### config.mk
export PLATFORM = sky130hd
export DESIGN_NAME = prim_raster_writer_flat
export DESIGN_NICKNAME = d
export VERILOG_FILES = /design/src/rtl/prim_raster_writer_if.sv /design/src/rtl/prim_raster_writer.sv /design/src/flat_wrapper.sv
export SDC_FILE = /design/constraint.sdc
export NUM_CORES = 1
export LEC_CHECK = 0
export CORE_MARGIN = 4
export CORE_UTILIZATION = 31
export DETAILED_ROUTE_END_ITERATION = 12
export SLEW_MARGIN = 20
export SYNTH_ARGS = -nofsm -noshare
export SYNTH_HDL_FRONTEND = slang
export SYNTH_SLANG_ARGS = --single-unit
### constraint.sdc
create_clock -name clk -period 10.6 [get_ports clk]
set_input_delay 1.59 -clock clk [delete_from_list [all_inputs] [get_ports clk]]
set_output_delay 1.59 -clock clk [all_outputs]
set_load 0.01 [all_outputs]
### src/rtl/prim_raster_writer_if.sv
// Pixel-stream and VRAM write-port bundle of prim_raster_writer.
// master: the writer itself; slave: draw units and VRAM arbiter side.
interface prim_raster_writer_if #(
  parameter int unsigned CORDW = 12
);
  logic                    pix_valid_i;
  logic                    pix_ready_o;
  logic signed [CORDW-1:0] pix_x_i;
  logic signed [CORDW-1:0] pix_y_i;
  logic                    pix_last_i;

  logic                    vram_sel_o;
  logic                    vram_wr_o;
  logic [3:0]              vram_mask_o;
  logic [15:0]             vram_addr_o;
  logic [15:0]             vram_data_o;
  logic                    vram_ack_i;

  modport master (
    input  pix_valid_i, pix_x_i, pix_y_i, pix_last_i, vram_ack_i,
    output pix_ready_o, vram_sel_o, vram_wr_o, vram_mask_o, vram_addr_o, vram_data_o
  );

  modport slave (
    output pix_valid_i, pix_x_i, pix_y_i, pix_last_i, vram_ack_i,
    input  pix_ready_o, vram_sel_o, vram_wr_o, vram_mask_o, vram_addr_o, vram_data_o
  );
endinterface

### src/rtl/prim_raster_writer.sv
// Pixel back-end: clip (x,y), map to VRAM word/mask/data, queue writes for the arbiter.
// Define PRIM_RASTER_CLIP_EN to build the programmable clip rectangle.
module prim_raster_writer #(
  parameter int unsigned CORDW      = 12,
  parameter int unsigned FIFO_DEPTH = 4
) (
  input  logic                 clk,
  input  logic                 reset_i,
  input  logic [15:0]          cmd_i,
  input  logic                 cmd_valid_i,
  prim_raster_writer_if.master bus,
  output logic                 busy_o,
  output logic                 done_o
);

  localparam int unsigned PTR_W  = (FIFO_DEPTH > 1) ? $clog2(FIFO_DEPTH) : 1;
  localparam int unsigned CNT_W  = $clog2(FIFO_DEPTH + 1);
  localparam int unsigned SUM_W  = CNT_W + 1;
  localparam int unsigned REG_W  = 12;
  localparam int unsigned ADDR_W = 16;

`ifdef PRIM_RASTER_CLIP_EN
  localparam logic [3:0] OP_CLIP_X0 = 4'd0;
  localparam logic [3:0] OP_CLIP_Y0 = 4'd1;
  localparam logic [3:0] OP_CLIP_X1 = 4'd2;
  localparam logic [3:0] OP_CLIP_Y1 = 4'd3;
`endif
  localparam logic [3:0] OP_STRIDE  = 4'd4;
  localparam logic [3:0] OP_BASE_LO = 4'd5;
  localparam logic [3:0] OP_BASE_HI = 4'd6;
  localparam logic [3:0] OP_COLOR   = 4'd7;
  localparam logic [3:0] OP_MODE    = 4'd8;

  typedef struct packed {
    logic [ADDR_W-1:0] addr;
    logic [3:0]        mask;
    logic [15:0]       data;
  } wr_entry_t;

  // Configuration registers
  logic [REG_W-1:0]  stride_q;
  logic [ADDR_W-1:0] base_q;
  logic [7:0]        color_q;
  logic              mode_q;
`ifdef PRIM_RASTER_CLIP_EN
  logic signed [CORDW-1:0] clip_x0_q, clip_y0_q, clip_x1_q, clip_y1_q;
`endif

  logic [3:0]       cmd_op;
  logic [REG_W-1:0] cmd_pay;
  assign cmd_op  = cmd_i[15:12];
  assign cmd_pay = cmd_i[REG_W-1:0];

  always_ff @(posedge clk) begin
    if (!reset_i) begin
      stride_q  <= REG_W'(160);
      base_q    <= '0;
      color_q   <= '0;
      mode_q    <= 1'b0;
`ifdef PRIM_RASTER_CLIP_EN
      clip_x0_q <= '0;
      clip_y0_q <= '0;
      clip_x1_q <= CORDW'(319);
      clip_y1_q <= CORDW'(239);
`endif
    end else if (cmd_valid_i) begin
      case (cmd_op)
`ifdef PRIM_RASTER_CLIP_EN
        OP_CLIP_X0: clip_x0_q <= CORDW'($signed(cmd_pay));
        OP_CLIP_Y0: clip_y0_q <= CORDW'($signed(cmd_pay));
        OP_CLIP_X1: clip_x1_q <= CORDW'($signed(cmd_pay));
        OP_CLIP_Y1: clip_y1_q <= CORDW'($signed(cmd_pay));
`endif
        OP_STRIDE:  stride_q       <= cmd_pay;
        OP_BASE_LO: base_q[11:0]   <= cmd_pay;
        OP_BASE_HI: base_q[15:12]  <= cmd_pay[3:0];
        OP_COLOR:   color_q        <= cmd_pay[7:0];
        OP_MODE:    mode_q         <= cmd_pay[0];
        default:    ;
      endcase
    end
  end

  // Address/mask/data and clip decision for the pixel offered this cycle
  logic [REG_W-1:0]  x_lo, y_lo;
  logic [ADDR_W-1:0] line_off;
  wr_entry_t         pix_entry;
  logic              pix_clip;

  assign x_lo = bus.pix_x_i[REG_W-1:0];
  assign y_lo = bus.pix_y_i[REG_W-1:0];

  always_comb begin
    line_off = ADDR_W'(y_lo) * ADDR_W'(stride_q);
    if (mode_q) begin
      pix_entry.addr = base_q + line_off + ADDR_W'(x_lo[REG_W-1:2]);
      pix_entry.mask = 4'b1000 >> x_lo[1:0];
      pix_entry.data = {4{color_q[3:0]}};
    end else begin
      pix_entry.addr = base_q + line_off + ADDR_W'(x_lo[REG_W-1:1]);
      pix_entry.mask = x_lo[0] ? 4'b0011 : 4'b1100;
      pix_entry.data = {2{color_q}};
    end
`ifdef PRIM_RASTER_CLIP_EN
    pix_clip = (bus.pix_x_i < clip_x0_q) || (bus.pix_x_i > clip_x1_q) ||
               (bus.pix_y_i < clip_y0_q) || (bus.pix_y_i > clip_y1_q);
`else
    pix_clip = bus.pix_x_i[CORDW-1] | bus.pix_y_i[CORDW-1];
`endif
  end

  // Pipeline / FIFO state
  logic             stage_valid_q, stage_clip_q;
  wr_entry_t        stage_q;
  wr_entry_t        fifo_mem [FIFO_DEPTH];
  logic [PTR_W-1:0] wr_ptr_q, rd_ptr_q;
  logic [CNT_W-1:0] count_q;
  logic             last_seen_q;
  logic             ready_q, sel_q, busy_q, done_q;
  wr_entry_t        head_q;

  logic             accept, push, pop;
  logic [CNT_W-1:0] count_d;
  logic [PTR_W-1:0] wr_ptr_d, rd_ptr_d;
  logic             last_seen_d, ready_d, sel_d, busy_d, done_d;
  wr_entry_t        head_d;

  // Next state; outputs are precomputed so every port comes straight from a flop
  always_comb begin
    accept   = bus.pix_valid_i & ready_q;
    push     = stage_valid_q & ~stage_clip_q;
    pop      = (count_q != '0) & bus.vram_ack_i;
    count_d  = count_q + CNT_W'(push) - CNT_W'(pop);
    wr_ptr_d = wr_ptr_q + PTR_W'(push);
    rd_ptr_d = rd_ptr_q + PTR_W'(pop);
    head_d   = head_q;
    // When the only remaining entry is the one being pushed, bypass the memory
    if (count_d != '0) begin
      head_d = (push && (wr_ptr_q == rd_ptr_d)) ? stage_q : fifo_mem[rd_ptr_d];
    end
    done_d      = last_seen_q & ~accept & (count_d == '0);
    last_seen_d = done_d ? 1'b0 : (last_seen_q | (accept & bus.pix_last_i));
    ready_d     = (SUM_W'(count_d) + SUM_W'(accept)) < SUM_W'(FIFO_DEPTH);
    sel_d       = (count_d != '0);
    busy_d      = accept | sel_d | last_seen_d;
  end

  always_ff @(posedge clk) begin
    if (!reset_i) begin
      stage_valid_q <= 1'b0;
      stage_clip_q  <= 1'b0;
      stage_q       <= '0;
      wr_ptr_q      <= '0;
      rd_ptr_q      <= '0;
      count_q       <= '0;
      last_seen_q   <= 1'b0;
      ready_q       <= 1'b1;
      sel_q         <= 1'b0;
      busy_q        <= 1'b0;
      done_q        <= 1'b0;
      head_q        <= '0;
    end else begin
      stage_valid_q <= accept;
      if (accept) begin
        stage_q      <= pix_entry;
        stage_clip_q <= pix_clip;
      end
      wr_ptr_q    <= wr_ptr_d;
      rd_ptr_q    <= rd_ptr_d;
      count_q     <= count_d;
      last_seen_q <= last_seen_d;
      ready_q     <= ready_d;
      sel_q       <= sel_d;
      busy_q      <= busy_d;
      done_q      <= done_d;
      head_q      <= head_d;
    end
  end

  always_ff @(posedge clk) begin
    if (reset_i && push) begin
      fifo_mem[wr_ptr_q] <= stage_q;
    end
  end

  assign bus.pix_ready_o = ready_q;
  assign bus.vram_sel_o  = sel_q;
  assign bus.vram_wr_o   = sel_q;
  assign bus.vram_addr_o = head_q.addr;
  assign bus.vram_mask_o = head_q.mask;
  assign bus.vram_data_o = head_q.data;
  assign busy_o          = busy_q;
  assign done_o          = done_q;

endmodule

### src/flat_wrapper.sv
// flat-port wrapper written by rule: the top's interface ports become plain ports
module prim_raster_writer_flat 
#(
  parameter int unsigned CORDW      = 12,
  parameter int unsigned FIFO_DEPTH = 4
)
  (clk, reset_i, cmd_i, cmd_valid_i, busy_o, done_o, bus_pix_valid_i, bus_pix_x_i, bus_pix_y_i, bus_pix_last_i, bus_vram_ack_i, bus_pix_ready_o, bus_vram_sel_o, bus_vram_wr_o, bus_vram_mask_o, bus_vram_addr_o, bus_vram_data_o);
  prim_raster_writer_if #(.CORDW(CORDW)) bus_i ();
  input  logic clk;
  input  logic reset_i;
  input  logic [15:0] cmd_i;
  input  logic cmd_valid_i;
  output logic busy_o;
  output logic done_o;
  input wire logic [$bits(bus_i.pix_valid_i)-1:0] bus_pix_valid_i;
  input wire logic [$bits(bus_i.pix_x_i)-1:0] bus_pix_x_i;
  input wire logic [$bits(bus_i.pix_y_i)-1:0] bus_pix_y_i;
  input wire logic [$bits(bus_i.pix_last_i)-1:0] bus_pix_last_i;
  input wire logic [$bits(bus_i.vram_ack_i)-1:0] bus_vram_ack_i;
  output wire logic [$bits(bus_i.pix_ready_o)-1:0] bus_pix_ready_o;
  output wire logic [$bits(bus_i.vram_sel_o)-1:0] bus_vram_sel_o;
  output wire logic [$bits(bus_i.vram_wr_o)-1:0] bus_vram_wr_o;
  output wire logic [$bits(bus_i.vram_mask_o)-1:0] bus_vram_mask_o;
  output wire logic [$bits(bus_i.vram_addr_o)-1:0] bus_vram_addr_o;
  output wire logic [$bits(bus_i.vram_data_o)-1:0] bus_vram_data_o;
  assign bus_i.pix_valid_i = bus_pix_valid_i;
  assign bus_i.pix_x_i = bus_pix_x_i;
  assign bus_i.pix_y_i = bus_pix_y_i;
  assign bus_i.pix_last_i = bus_pix_last_i;
  assign bus_i.vram_ack_i = bus_vram_ack_i;
  assign bus_pix_ready_o = bus_i.pix_ready_o;
  assign bus_vram_sel_o = bus_i.vram_sel_o;
  assign bus_vram_wr_o = bus_i.vram_wr_o;
  assign bus_vram_mask_o = bus_i.vram_mask_o;
  assign bus_vram_addr_o = bus_i.vram_addr_o;
  assign bus_vram_data_o = bus_i.vram_data_o;
  prim_raster_writer #(.CORDW(CORDW), .FIFO_DEPTH(FIFO_DEPTH)) u_core (.clk(clk), .reset_i(reset_i), .cmd_i(cmd_i), .cmd_valid_i(cmd_valid_i), .bus(bus_i), .busy_o(busy_o), .done_o(done_o));
endmodule
==> summary.md <==
| Metric | Value |
|---|---|
| Placer Congestion | `0.855` |
| Worst-path fanout max | `11` |
| HP Class | `reg -> reg` |
| Postcts setup bufs | `0` |
| Final ANT Viol Nets | `0` |
| Core area | `40,700 um^2` |
| HPWL after DPL | `20.8 mm` |
| TritonRoute pass-1 iters | `6` |
| Share of cells above drive strength 1 | `0.0752` |
| Crit start category | `input port` |
| Hold_buf cts | `0` |
| Fin Setup TNS | `0 ps` |
| I/O pin count | `a little under 90` |
| Cells after Synth | `between 1,000 and 1,500` |
| Worst setup EP type | `flip-flop` |
| CP dominant cell by count | `fa_1` |
| Per-cell routed wire length | `about 16 um` |
| Ys flop type | `edfxtp_1` |
| Starting DRC count in detailed routing | `about 450` |
| VDD IR max | `around 0.13 mV` |
| Routed WL | `~29 mm` |
| Residual DRC | `0` |
| Detailed-route via count | `8,193` |
| FF-to-FF Start | `u_core.stride_q[0]$_SDFFE_PN0P_` |
| Flop2flop setup slack | `4520 ps` |
| Initial antenna violation count | `1` |
| P&R area growth vs syn | `16.3%` |
| Vias in the first global route | `approximately 8,500` |
| Ys async rst share | `0` |
| F_max | `136 MHz` |
| Gr ovfl total | `0` |
| Post-synth EDFFs | `between 100 and 150` |
| CP Class | `in -> reg` |
| Outcome | `complete, no violations` |
| Final setup viols | `0` |
| Max incr delay on CP | `about 620 ps` |
| Fin Hold WS | `roughly 450 ps` |
| Nets | `around 1,400` |
| Hold endpoint | `u_core.bus.vram_addr_o[11]$_SDFFE_PN0P_` |
| Number of synthesized register bits | `approximately 220` |
| Post_cts resized | `0` |
| Hold Startpoint | `u_core.bus.vram_addr_o[11]$_SDFFE_PN0P_` |
| Starting Density | `0.313` |
| Synthesized area per cell | `11.0 um^2` |
| R2r endpoint | `u_core.stage_q[34]$_SDFFE_PN0P_` |
| Register area share after synthesis | `0.432` |
| Die Span X | `211 um` |
| CTS tree | `yes` |
| Data arrival, critical path | `slightly below 8000 ps` |
| Slowest-stage cell, CP | `clkdlybuf4s50_1` |
| Filler Cell Count | `about 4,000` |
| Cell row count | `74` |
| Top cell type's share of synthesized area | `0.264` |
| Max-cap violations | `0` |
| Static Leak | `about 6.0 nW` |
| Die Area | `44,400 um^2` |
| Via-per-instance ratio | `around 4.6` |
| Port bufs | `86` |
| Total Routing Usage GR | `0.129` |
| Slew @ Worst Pin | `between 1000 and 1500 ps` |
| Fin util | `0.364` |
| RSZ-0062 raised after global routing | `no` |
| Final period util | `0.694` |
| Final min period | `roughly 7400 ps` |
| Data required, critical path | `between 10,000 and 15,000 ps` |
| CTS buffer count | `23` |
| Final Hold Fails | `0` |
| CTS clk-pin slew, worst paths | `about 60 ps` |
| Dominant cell type by area after synthesis | `edfxtp_1` |
| Worst-case clock skew | `around 23 ps` |
| Skew-Pair Late Insertion Delay | `500 ps` |
| Synth Warn # | `0` |
| Synth unique cells | `50` |
| Crit-path cells | `clkdlybuf4s50_1 > and2_1 > fa_1 > inv_1 > fa_1 > inv_1 > fa_1 > inv_1 > fa_1 > fa_1 > inv_1 > ha_1 > o211ai_1 > o21ai_1 > a21o_1 > a21oi_1 > xnor2_1 > ha_1 > and3_1 > a21oi_1 > o211ai_1 > nor2b_1 > or3_1 > a31oi_1` |
| Syn_nets | `about 1,400` |
| Sink Count | `about 220` |
| CTS max path bufs | `3` |
| Slew HR | `0.256` |
| Hold path cells | `2` |
| FF+latch area | `about 5500 um^2` |
| Multi-input gate area | `approximately 6500 um^2` |
| Die Y-Extent | `211 um` |
| Final Slew Violations | `0` |
| Area contributors post-synth | `edfxtp_1, dfxtp_1, fa_1` |
| Clock root cell | `clkbuf_16` |
| CTS H-tree lvls | `1` |
| Largest net degree at the start of global routing | `between 60 and 70` |
| First-pass GRT wire length | `about 47 mm` |
| Cells on worst reg2reg path | `23` |
| P per Cell Area | `185 nW/um^2` |
| Synthesized area | `12,700 um^2` |
cells in the final DEF (no fill, tap or decap), drive strengths merged, types with 28 or more instances in the layout:
cell	synthesis	layout
a21oi	38	38
and2	63	63
clkbuf	37	36
clkdlybuf4s50	0	86
dfxtp	107	107
edfxtp	112	112
fa	90	90
ha	54	54
inv	148	149
mux2i	60	60
mux4	28	28
nand2	162	162
nor2	62	62
o21ai	42	42
xnor2	33	33
cell type report:
class	instances	area share
inverter	148	0.0375
sequential	219	0.371
clock buffer	36	0.0442
antenna	1	0.000169
clock inverter	4	0.00321
multi-input combinational	734	0.435
timing repair buffer	96	0.0632
tap	532	0.0449
state kept, by name (all words and copies together), names as in the netlist, 2 cells and up:
register,count
u_core.bus.vram_data_o,8
u_core.count_q,3
u_core.stride_q,12
u_core.base_q,16
u_core.bus.vram_mask_o,4
u_core.color_q,8
u_core.rd_ptr_q,2
u_core.fifo_mem,112
u_core.bus.vram_addr_o,16
u_core.wr_ptr_q,2
u_core.stage_q,28
per-layer routing:
metal,share of wire,wire (um),global-route usage,up-vias
met1,0.47,13400,0.184,4047
met4,0.011,304,0.0212,0
met2,0.48,13700,0.218,176
met5,0,0,0,-
li1,-,-,-,3947
met3,0.041,1170,0.0154,23
cells by family (layout without fill, tap and decap cells):
kind of cell,after synthesis,after routing,synth area share
buffers and inverters,209,284,0.0653
other,0,1,0
muxes,98,98,0.105
DFF,219,219,0.432
xor gates and xnor gates,43,43,0.0295
adders and majority gates,144,144,0.194
AOI/OAI and AO/OA,120,120,0.0564
and+or+nand+nor,329,329,0.117
worst max path at each step:
stage                               from                               to  cells after the start
after CTS                 bus_pix_y_i[7]  u_core.stage_q[34]$_SDFFE_PN0P_                     24
after floorplan           bus_pix_y_i[7]  u_core.stage_q[34]$_SDFFE_PN0P_                     24
final                     bus_pix_y_i[5]  u_core.stage_q[34]$_SDFFE_PN0P_                     24
after global placement    bus_pix_y_i[7]  u_core.stage_q[34]$_SDFFE_PN0P_                     24
after global routing      bus_pix_y_i[5]  u_core.stage_q[34]$_SDFFE_PN0P_                     24
after detailed placement  bus_pix_y_i[7]  u_core.stage_q[34]$_SDFFE_PN0P_                     24
metrics by stage:
step,setup WS (ps),instances,instance area (um^2),total power [W]
after floorplan,3700,1162,12700,0.00171
after global placement,2920,1729,14100,0.00199
after detailed placement,2810,1729,14100,0.00202
after CTS,3310,1769,14800,0.00278
after global routing,2940,1770,14800,0.00292
final,3240,1770,14800,0.00274
synthesized netlist by cell type, types with 2 or more instances:
library cell	count
ha_1	54
o211ai_1	6
mux2i_1	60
a31oi_1	3
a211oi_1	10
or3_1	3
inv_1	147
buf_1	5
nand4_1	2
nor2_1	62
o31a_1	2
o21ai_0	39
nor2b_1	6
mux4_2	28
a21oi_1	38
xnor2_1	33
clkbuf_1	36
edfxtp_1	112
nand2_1	162
buf_2	10
nand3_1	9
nor3_2	2
a21o_1	7
mux2_2	10
fa_1	90
and2_1	63
o21a_1	3
nand2b_1	4
xor2_1	10
and3_1	3
nor3_1	8
o21ai_1	3
dfxtp_1	107
buf_4	9
worst max-delay path: cells and delay by family:
| kind | cells | cell delay, ps |
|---|---|---|
| adders and majority gates | 7 | 3100 |
| AOI/OAI and AO/OA | 7 | 1210 |
| and+or+nand+nor | 4 | 900 |
| buffers and inverters | 5 | 810 |
| xor gates and xnor gates | 1 | 140 |
report_power, final:
group / switching, W / total, W / leakage, nW / internal, W
clock: 0.000310 / 0.000756 / 0.341 / 0.000447
sequential: 0.0000663 / 0.00106 / 1.92 / 0.000997
combinational: 0.000483 / 0.000923 / 3.72 / 0.000439
total: 0.000859 / 0.00274 / 5.98 / 0.00188
No activity file was read; power rests on OpenSTA's default activity.
